### config.mk
export PLATFORM = sky130hd
export DESIGN_NAME = router_dst_channel
export DESIGN_NICKNAME = d
export VERILOG_FILES = /design/src/rtl/router_pkg.sv /design/src/rtl/router_timeout_wd.sv /design/src/rtl/router_dst_channel.sv
export SDC_FILE = /design/constraint.sdc
export NUM_CORES = 1
export LEC_CHECK = 0
export CORE_MARGIN = 2
export CORE_UTILIZATION = 38
export DETAILED_ROUTE_END_ITERATION = 7
export PLACE_DENSITY = 0.59
export SYNTH_ARGS = -nofsm -noshare
export SYNTH_HDL_FRONTEND = slang
export SYNTH_HIERARCHICAL = 1
export SYNTH_SLANG_ARGS = --single-unit
export TNS_END_PERCENT = 1
### constraint.sdc
create_clock -name clock -period 4.2 [get_ports clock]
set_clock_uncertainty 0.15 [all_clocks]
set_input_delay 0.42 -clock clock [delete_from_list [all_inputs] [get_ports clock]]
set_output_delay 0.42 -clock clock [all_outputs]
set_load 0.1 [all_outputs]
### src/rtl/router_pkg.sv
// Shared definitions for the router output channels: data widths, header field
// extraction and the watchdog state encoding.
package router_pkg;

    localparam int ROUTER_DATA_W = 8;
    localparam int TAG_BIT       = 8;

    typedef enum logic [1:0] {
        WD_IDLE,
        WD_WAIT,
        WD_FLUSH
    } wd_state_e;

    // Payload length carried in a header byte
    function automatic logic [5:0] hdr_len(input logic [ROUTER_DATA_W-1:0] b);
        return b[7:2];
    endfunction

    // Destination address carried in a header byte
    function automatic logic [1:0] hdr_addr(input logic [ROUTER_DATA_W-1:0] b);
        return b[1:0];
    endfunction

endpackage

### src/rtl/router_timeout_wd.sv
// Watchdog for one output channel: counts consecutive cycles in which data is
// pending but the destination is not reading, and requests a one-cycle flush.
//
//  state    | meaning
//  ---------+---------------------------------------------------------------
//  WD_IDLE  | nothing pending or destination reading; count held at 0
//  WD_WAIT  | data pending and ignored; count = consecutive ignored cycles
//  WD_FLUSH | soft_reset high for one cycle; channel cleared at its end
module router_timeout_wd
    import router_pkg::*;
#(
    parameter int TIMEOUT = 30
) (
    input  logic clock,
    input  logic resetn,
    input  logic vld_out,
    input  logic rd_enb,
    output logic soft_reset
);

    localparam int CW = $clog2(TIMEOUT + 1);

    wd_state_e     state;
    logic [CW-1:0] count;
    logic          ignored;

    assign ignored = vld_out && !rd_enb;

    always_ff @(posedge clock or negedge resetn) begin
        if (!resetn) begin
            state      <= WD_IDLE;
            count      <= '0;
            soft_reset <= 1'b0;
        end else begin
            soft_reset <= 1'b0;
            case (state)
                WD_IDLE: begin
                    if (ignored) begin
                        state <= WD_WAIT;
                        count <= CW'(1);
                    end else begin
                        count <= '0;
                    end
                end
                WD_WAIT: begin
                    if (!ignored) begin
                        state <= WD_IDLE;
                        count <= '0;
                    end else if (count == CW'(TIMEOUT - 1)) begin
                        // This is the TIMEOUT-th ignored cycle
                        state      <= WD_FLUSH;
                        count      <= '0;
                        soft_reset <= 1'b1;
                    end else begin
                        count <= count + CW'(1);
                    end
                end
                WD_FLUSH: begin
                    state <= WD_IDLE;
                    count <= '0;
                end
                default: begin
                    state <= WD_IDLE;
                    count <= '0;
                end
            endcase
        end
    end

endmodule

### src/rtl/router_dst_channel.sv
// Router output channel: tagged byte FIFO toward one destination port, with
// packet-end detection and a watchdog that flushes an ignored channel.
module router_dst_channel
    import router_pkg::*;
#(
    parameter int DEPTH   = 16,
    parameter int TIMEOUT = 30
) (
    input  logic                     clock,
    input  logic                     resetn,
    input  logic                     write_enb,
    input  logic                     lfd_state,
    input  logic [ROUTER_DATA_W-1:0] data_in,
    input  logic                     rd_enb,
    output logic [ROUTER_DATA_W-1:0] data_out,
    output logic                     vld_out,
    output logic                     full,
    output logic                     soft_reset,
    output logic                     pkt_done
);

    localparam int AW = $clog2(DEPTH);

    logic [TAG_BIT:0] mem [DEPTH];
    logic [AW:0]      wr_ptr;
    logic [AW:0]      rd_ptr;
    logic [6:0]       byte_cnt;
    logic             empty;
    logic             do_wr;
    logic             do_rd;
    logic [TAG_BIT:0] rd_entry;

    assign empty    = (wr_ptr == rd_ptr);
    assign full     = (wr_ptr[AW] != rd_ptr[AW]) && (wr_ptr[AW-1:0] == rd_ptr[AW-1:0]);
    assign vld_out  = !empty;
    // The flush cycle swallows any concurrent read or write
    assign do_wr    = write_enb && !full && !soft_reset;
    assign do_rd    = rd_enb && !empty && !soft_reset;
    assign rd_entry = mem[rd_ptr[AW-1:0]];

    always_ff @(posedge clock) begin
        if (do_wr) begin
            mem[wr_ptr[AW-1:0]] <= {lfd_state, data_in};
        end
    end

    always_ff @(posedge clock or negedge resetn) begin
        if (!resetn) begin
            wr_ptr   <= '0;
            rd_ptr   <= '0;
            byte_cnt <= '0;
            data_out <= '0;
            pkt_done <= 1'b0;
        end else if (soft_reset) begin
            wr_ptr   <= '0;
            rd_ptr   <= '0;
            byte_cnt <= '0;
            data_out <= '0;
            pkt_done <= 1'b0;
        end else begin
            pkt_done <= 1'b0;
            if (do_wr) begin
                wr_ptr <= wr_ptr + 1'b1;
            end
            if (do_rd) begin
                rd_ptr   <= rd_ptr + 1'b1;
                data_out <= rd_entry[ROUTER_DATA_W-1:0];
                // Header reload also covers a truncated previous packet
                if (rd_entry[TAG_BIT]) begin
                    byte_cnt <= {1'b0, hdr_len(rd_entry[ROUTER_DATA_W-1:0])} + 7'd1;
                end else if (byte_cnt != 7'd0) begin
                    byte_cnt <= byte_cnt - 7'd1;
                    pkt_done <= (byte_cnt == 7'd1);
                end
            end
        end
    end

    router_timeout_wd #(
        .TIMEOUT(TIMEOUT)
    ) u_wd (
        .clock     (clock),
        .resetn    (resetn),
        .vld_out   (vld_out),
        .rd_enb    (rd_enb),
        .soft_reset(soft_reset)
    );

endmodule

==> results of run 1 <==
## cell usage after synthesis (all sizes together) (2+ instances only)
master,number,area (µm²)
mux4,38,875
nor4,5,31.3
or3,2,12.5
o21a,2,15.0
nor3,6,30.0
nor2,32,120
nand4,5,52.6
nand2,33,124
a2111oi,3,38.8
xor2,9,78.8
nor2b,2,12.5
clkbuf,6,22.5
nor3b,3,22.5
xnor2,12,105
nand3b,3,22.5
and4,2,20.0
nand2b,4,25.0
o21ai,6,33.8
a21oi,15,78.8
inv,11,41.3
edfxtp,144,4320
buf,13,88.8
a22oi,5,37.5
mux2i,5,53.8
o22ai,5,31.3
nand3,12,60.1
or2,2,12.5
and2,11,68.8
o211ai,3,27.5
dfrtp,34,851
ha,11,138
## worst reg2reg max path: cells and delay by family (launching register included)
| family | cells | cell delay [ns] |
|---|---|---|
| flops | 1 | 0.77 |
| simple gates | 2 | 0.71 |
| mux | 1 | 0.69 |
| compound gates | 3 | 0.64 |
## worst max path at each step
stage | from | to | cells past startpoint
finish | rd_ptr[0] | byte_cnt[3] | 6
global placement | rd_ptr[0] | byte_cnt[5] | 7
global route | rd_ptr[0] | byte_cnt[5] | 7
CTS | rd_ptr[0] | byte_cnt[5] | 7
detailed placement | rd_ptr[0] | byte_cnt[5] | 7
floorplan | rd_ptr[0] | full | 5
## routing by layer
metal | vias up | part of all wire [%]
li1 | 1837 | -
met1 | 2114 | 48
met2 | 108 | 46
met3 | 10 | 4.7
met4 | 0 | 0.93
met5 | - | 0
## logic make-up (layout without fill, tap and decap cells)
group,count (synthesis),after routing
mux,43,43
xor+xnor,21,21
compound gates,46,46
simple gates,126,126
flops,178,178
fa+ha+maj,11,11
buf+inv,30,76
## cell type report
class                           count  area [µm²]  share of cell area [%]
Multi-Input combinational cell    247        2260                    25.9
Clock buffer                       19         433                    4.96
Inverter                           11        41.3                   0.473
Timing Repair Buffer               34         310                    3.56
Sequential cell                   178        5180                    59.3
Clock inverter                     12         171                    1.96
Tap cell                          265         332                    3.80
## report_power, final
part	internal, mW	switching, mW
clock network	0.949	0.677
logic	0.941	1.44
registers	2.19	0.258
total	4.08	2.37
## registers in the layout, summed over array words and instances, names as in the netlist
signal and flops:
data_out 8, byte_cnt 7, wr_ptr 5, u_wd/soft_reset 1, u_wd/state 2, pkt_done 1, u_wd/count 5, rd_ptr 5
mem 144
## stage by stage
step                      util, %  worst slack, ns
after global placement       41.6             1.21
after CTS                    44.7             1.14
after floorplan                 -             1.25
after global routing         44.7            0.967
final                        44.7             1.16
after detailed placement     41.6             1.15
==> impl_metrics.yaml, run 1 <==
cells_and_area:
  stdcell_area_um2: 8720
  n_antenna_cell: 0
  final_cell_count_no_fill: 766
  area_growth_pct: 15.1
  num-fill-cells: 1717
  mostFrequentLayoutCells: "edfxtp_1 (144), mux4_2 (33), nand2_1 (33), dfrtp_1 (33), nor2_1 (32)"
  final_common_cell: "edfxtp_1"
  nets: 513
  drive_gt1_share_pct: 17.6
placed_design:
  dp.cells: 735
  hpwl_um: 10400
  placed_cell_area_um2: 8120
  gp_congestion: 0.849
  port-buffer-count: 24
global_routing:
  grt_max_degree: 37
  antenna_found_initial: 0
  grt_use_met3_pct: 4.50
  grt_pass1_wl_um: 25200
  top_usage_layer: "met2"
  grtUsageMet2_pct: 23.6
  met1_usage_pct: 22.7
  grtUsageTotal_pct: 15.7
  grt_pass1_vias: 4223
  grt_overflow: 0
power:
  p_total_mw: 6.46
  power_density_nw_per_um2: 740
  p_leak_nw: 2.97
  peakVddDrop_v: 0.000236
clock_network:
  post_cts_buffers: 0
  cts_buffers: 17
  clock-sinks: 178
  clk_pin_slew_ns: 0.06
  post_cts_resize_count: 0
  cts_hold_buf: 0
  clock_latency_ns: 0.43
  cts_max_level: 4
  cts_buffer_depth: 2
  cts_tree: "done"
  ctsRootBufferMaster: "clkbuf_16"
flow_run:
  max_cap_viol_count: 0
yosys:
  synth_compound_area_share_pct: 4.54
  synth-seq-area-share_pct: 68.3
  synthAdderAreaFrac_pct: 1.82
  synthXorXnorAreaFrac_pct: 2.43
  synth_top_family_by_area: "multiplexers"
  synth_cells: 455
  yosys_register_bits: 178
  synth_edf_count: 144
  ys.flop_type: "edfxtp_1"
  synthArstFlopShare_pct: 19.1
  synthMuxAreaShare_pct: 12.2
  synth-simple-area-share_pct: 8.71
  syn_area_um2: 7580
  avgSynthCellArea_um2: 16.7
  ys_types: 55
  yosys_warnings: 6
  synthesis.nets: 479
floorplanning:
  die_h_um: 145
  core_area_um2: 19500
  dieArea_um2: 21100
  core.rowCount: 51
  ios: 25
  fp.dieW_um: 145
  start_util_pct: 38.8
drt:
  drt_iter0_drc: 352
  routed_wl_um: 15600
  firstDrtPassIters: 5
  vias_per_cell: 5.31
  ant_nets: 0
  routedWlPerCell_um: 20.3
  via_count: 4069
  route.detailed.drc: 0
sta:
  hold_slack_ns: 0.265
  rsz0062_at_grt: "false"
  finalCritPeriodShare_pct: 72.3
  worst_slew_pin_slew_ns: 0.974
  tns_ns: 0
  drv_slew: 0
  final.min_clock_period_ns: 3.04
  fmax_ghz: 0.329
  hold_viol: 0
  setup_viol: 0
  slew_headroom_pct: 34.8
setup_path:
  cpMaxStageDelayCell: "dfrtp_2"
  endpoint_kind: "flop"
  path_cells: "mux4_1, o22ai_1, nor2_1, nor3b_1, o311ai_1, o211ai_1"
  slowest_delay_ns: 0.77
  startpoint_type: "flop"
  critPathRequiredTime_ns: 4.39
  reg2regPathDepth: 6
  cp_top_family: "flip-flops"
  critPathMaxFanout: 19
  cp.arrival_ns: 3.23
  crit_buf_inv: 0
  reg2reg_to: "byte_cnt[3]"
  worstReg2RegStart: "rd_ptr[0]"
  ff2ff_setup_slack_ns: 1.16
  critPathKind: "flop to flop"
status:
  status: "finished clean"
hold_path:
  min-delay-path-class: "input pin to asynchronous set/reset pin"
No activity file was read; power rests on OpenSTA's default activity.
==> run 2, diff against run 1 <==
--- a/config.mk
+++ b/config.mk
@@ -8,7 +8,7 @@
 export CORE_MARGIN = 2
 export CORE_UTILIZATION = 38
 export DETAILED_ROUTE_END_ITERATION = 7
-export PLACE_DENSITY = 0.59
+export PLACE_DENSITY = 0.61
 export SYNTH_ARGS = -nofsm -noshare
 export SYNTH_HDL_FRONTEND = slang
 export SYNTH_HIERARCHICAL = 1
==> constraint.sdc (replaced) <==
create_clock -name clock -period 2.5 [get_ports clock]
set_clock_uncertainty 0.15 [all_clocks]
set_input_delay 0.25 -clock clock [delete_from_list [all_inputs] [get_ports clock]]
set_output_delay 0.25 -clock clock [all_outputs]
set_load 0.1 [all_outputs]
==> impl_metrics.yaml, run 2 (synthesized netlist as in run 1, its figures left out) <==
sta:
  final.min_clock_period_ns: 2.50
  rsz0062_at_grt: "true"
  hold_viol: 0
  tns_ns: 0
  setup_viol: 0
  slew_headroom_pct: 59.0
  drv_slew: 0
  hold_slack_ns: 0.0741
  finalCritPeriodShare_pct: 99.8
  worst_slew_pin_slew_ns: 0.613
  fmax_ghz: 0.401
clock_network:
  clk_pin_slew_ns: 0.07
  cts_buffer_depth: 2
  ctsRootBufferMaster: "clkbuf_16"
  cts_tree: "done"
  cts_buffers: 17
  clock-sinks: 178
  clock_latency_ns: 0.43
  cts_max_level: 4
drt:
  met3_length_um: 829
  routedWlPerCell_um: 19.7
  vias_per_cell: 5.21
  met2_length_um: 7920
  ant_nets: 0
  firstDrtPassIters: 5
  drt_iter0_drc: 304
  via_count: 4225
  routed_wl_um: 16000
  route.detailed.drc: 0
  top_layer: "met4"
  wirelength_met1_um: 7050
power:
  p_comb_share_pct: 43.4
  seq_power_share_pct: 34.2
  swShare_pct: 36.7
  p_int_mw: 7.30
  p_sw_mw: 4.24
  peakVddDrop_v: 0.000507
  p_total_mw: 11.5
  p_clk_share_pct: 22.4
  p_leak_nw: 3.25
  power_density_nw_per_um2: 1250
placed_design:
  dp.cells: 776
  port-buffer-count: 24
  gp_congestion: 0.828
  placed_cell_area_um2: 8580
  hpwl_um: 10700
global_routing:
  grtUsageTotal_pct: 16.1
  antenna_found_initial: 0
  grt_overflow: 0
  grt_pass1_wl_um: 25800
  grt_pass1_vias: 4427
  grt_max_degree: 35
hold_path:
  min-delay-path-class: "input pin to asynchronous set/reset pin"
floorplanning:
  core.rowCount: 51
  start_util_pct: 38.8
  dieArea_um2: 21100
  die_h_um: 145
  ios: 25
  fp.dieW_um: 145
  core_area_um2: 19500
status:
  status: "finished clean"
setup_path:
  cp_top_family: "compound AO/OA/AOI/OAI gates"
  path_cells: "buf_12, mux4_2, a22o_4, a221oi_4, a2111oi_2, a2111oi_2, nand2_1"
  critPathKind: "flop to flop"
  critPathRequiredTime_ns: 2.67
  slowest_delay_ns: 0.53
  endpoint_kind: "flop"
  cp_num_cells: 7
  worstReg2RegStart: "rd_ptr[0]"
  reg2reg_to: "byte_cnt[5]"
  critPathMaxFanout: 11
  crit_path_end: "byte_cnt[5]"
  startpoint: "rd_ptr[0]"
  reg2regPathDepth: 7
  cp_common_cell: "a2111oi_2"
  ff2ff_setup_slack_ns: 0.005
  startpoint_type: "flop"
  cpMaxStageDelayCell: "mux4_2"
  crit_buf_inv: 1
  cp.arrival_ns: 2.67
cells_and_area:
  final_common_cell: "edfxtp_1"
  stdcell_area_um2: 9260
  mostFrequentLayoutCells: "edfxtp_1 (144), buf_4 (50), mux4_2 (35)"
  nets: 558
  largest_reg_flops: 144
  n_antenna_cell: 0
  area_growth_pct: 22.2
  drive_gt1_share_pct: 29.1
  final_cell_count_no_fill: 811
flow_run:
  max_cap_viol_count: 0
## run 2: worst register-to-register path: cells and delay by family (launching register included)
| kind | cells | cell delay [ns] |
|---|---|---|
| compound gates | 4 | 1.00 |
| buf+inv | 1 | 0.17 |
| flops | 1 | 0.44 |
| mux | 1 | 0.54 |
| simple gates | 1 | 0.08 |
## run 2: worst min-delay path by stage
stage	start	end	slack (ns)	cells after the start
after detailed placement	data_out[7]	data_out[7]	0.36	2
after global routing	resetn	data_out[5]	0.10	2
after CTS	resetn	data_out[6]	0.07	2
after global placement	data_out[7]	data_out[7]	0.35	2
after floorplan	resetn	byte_cnt[0]	-0.20	0
final	resetn	byte_cnt[3]	0.07	2
## run 2: repair_timing
action,in CTS,in global routing
endpoints found under the setup margin,3,43
gates cloned,1,0
pin swaps,1,1
resized for setup,5,14
hold buffers,0,0
buffers inserted,1,2
## run 2: power by group through the flow
stage | Combinational, mW | Sequential, mW | Clock (mW)
after floorplan | 2.77 | 4.40 | 0
after global placement | 4.71 | 3.97 | 0
after detailed placement | 4.75 | 4.00 | 0
after CTS | 4.92 | 3.94 | 2.64
after global routing | 5.40 | 3.99 | 2.77
final | 5.01 | 3.94 | 2.58
## run 2: per-layer routing
metal	GRT usage [%]	vias to the layer above
li1	-	1928
met2	25.6	118
met5	0	-
met4	4.85	0
met1	22.1	2161
met3	3.93	18
## run 2: area by class of cell
| class | instances | area (µm²) |
|---|---|---|
| clock buffer | 17 | 425 |
| clock inverter | 14 | 148 |
| fill | 1662 | 10300 |
| inverter | 11 | 41.3 |
| multi-input combinational | 247 | 2310 |
| sequential | 178 | 5180 |
| tap | 265 | 332 |
| timing repair buffer | 79 | 835 |
## run 2: per-stage QoR
step                util [%]  setup slack (ns)
floorplan                  -            -0.283
global placement        43.9           -0.0156
detailed placement      43.9           -0.0240
CTS                     47.2           0.00508
global route            47.4            -0.115
finish                  47.4           0.00485
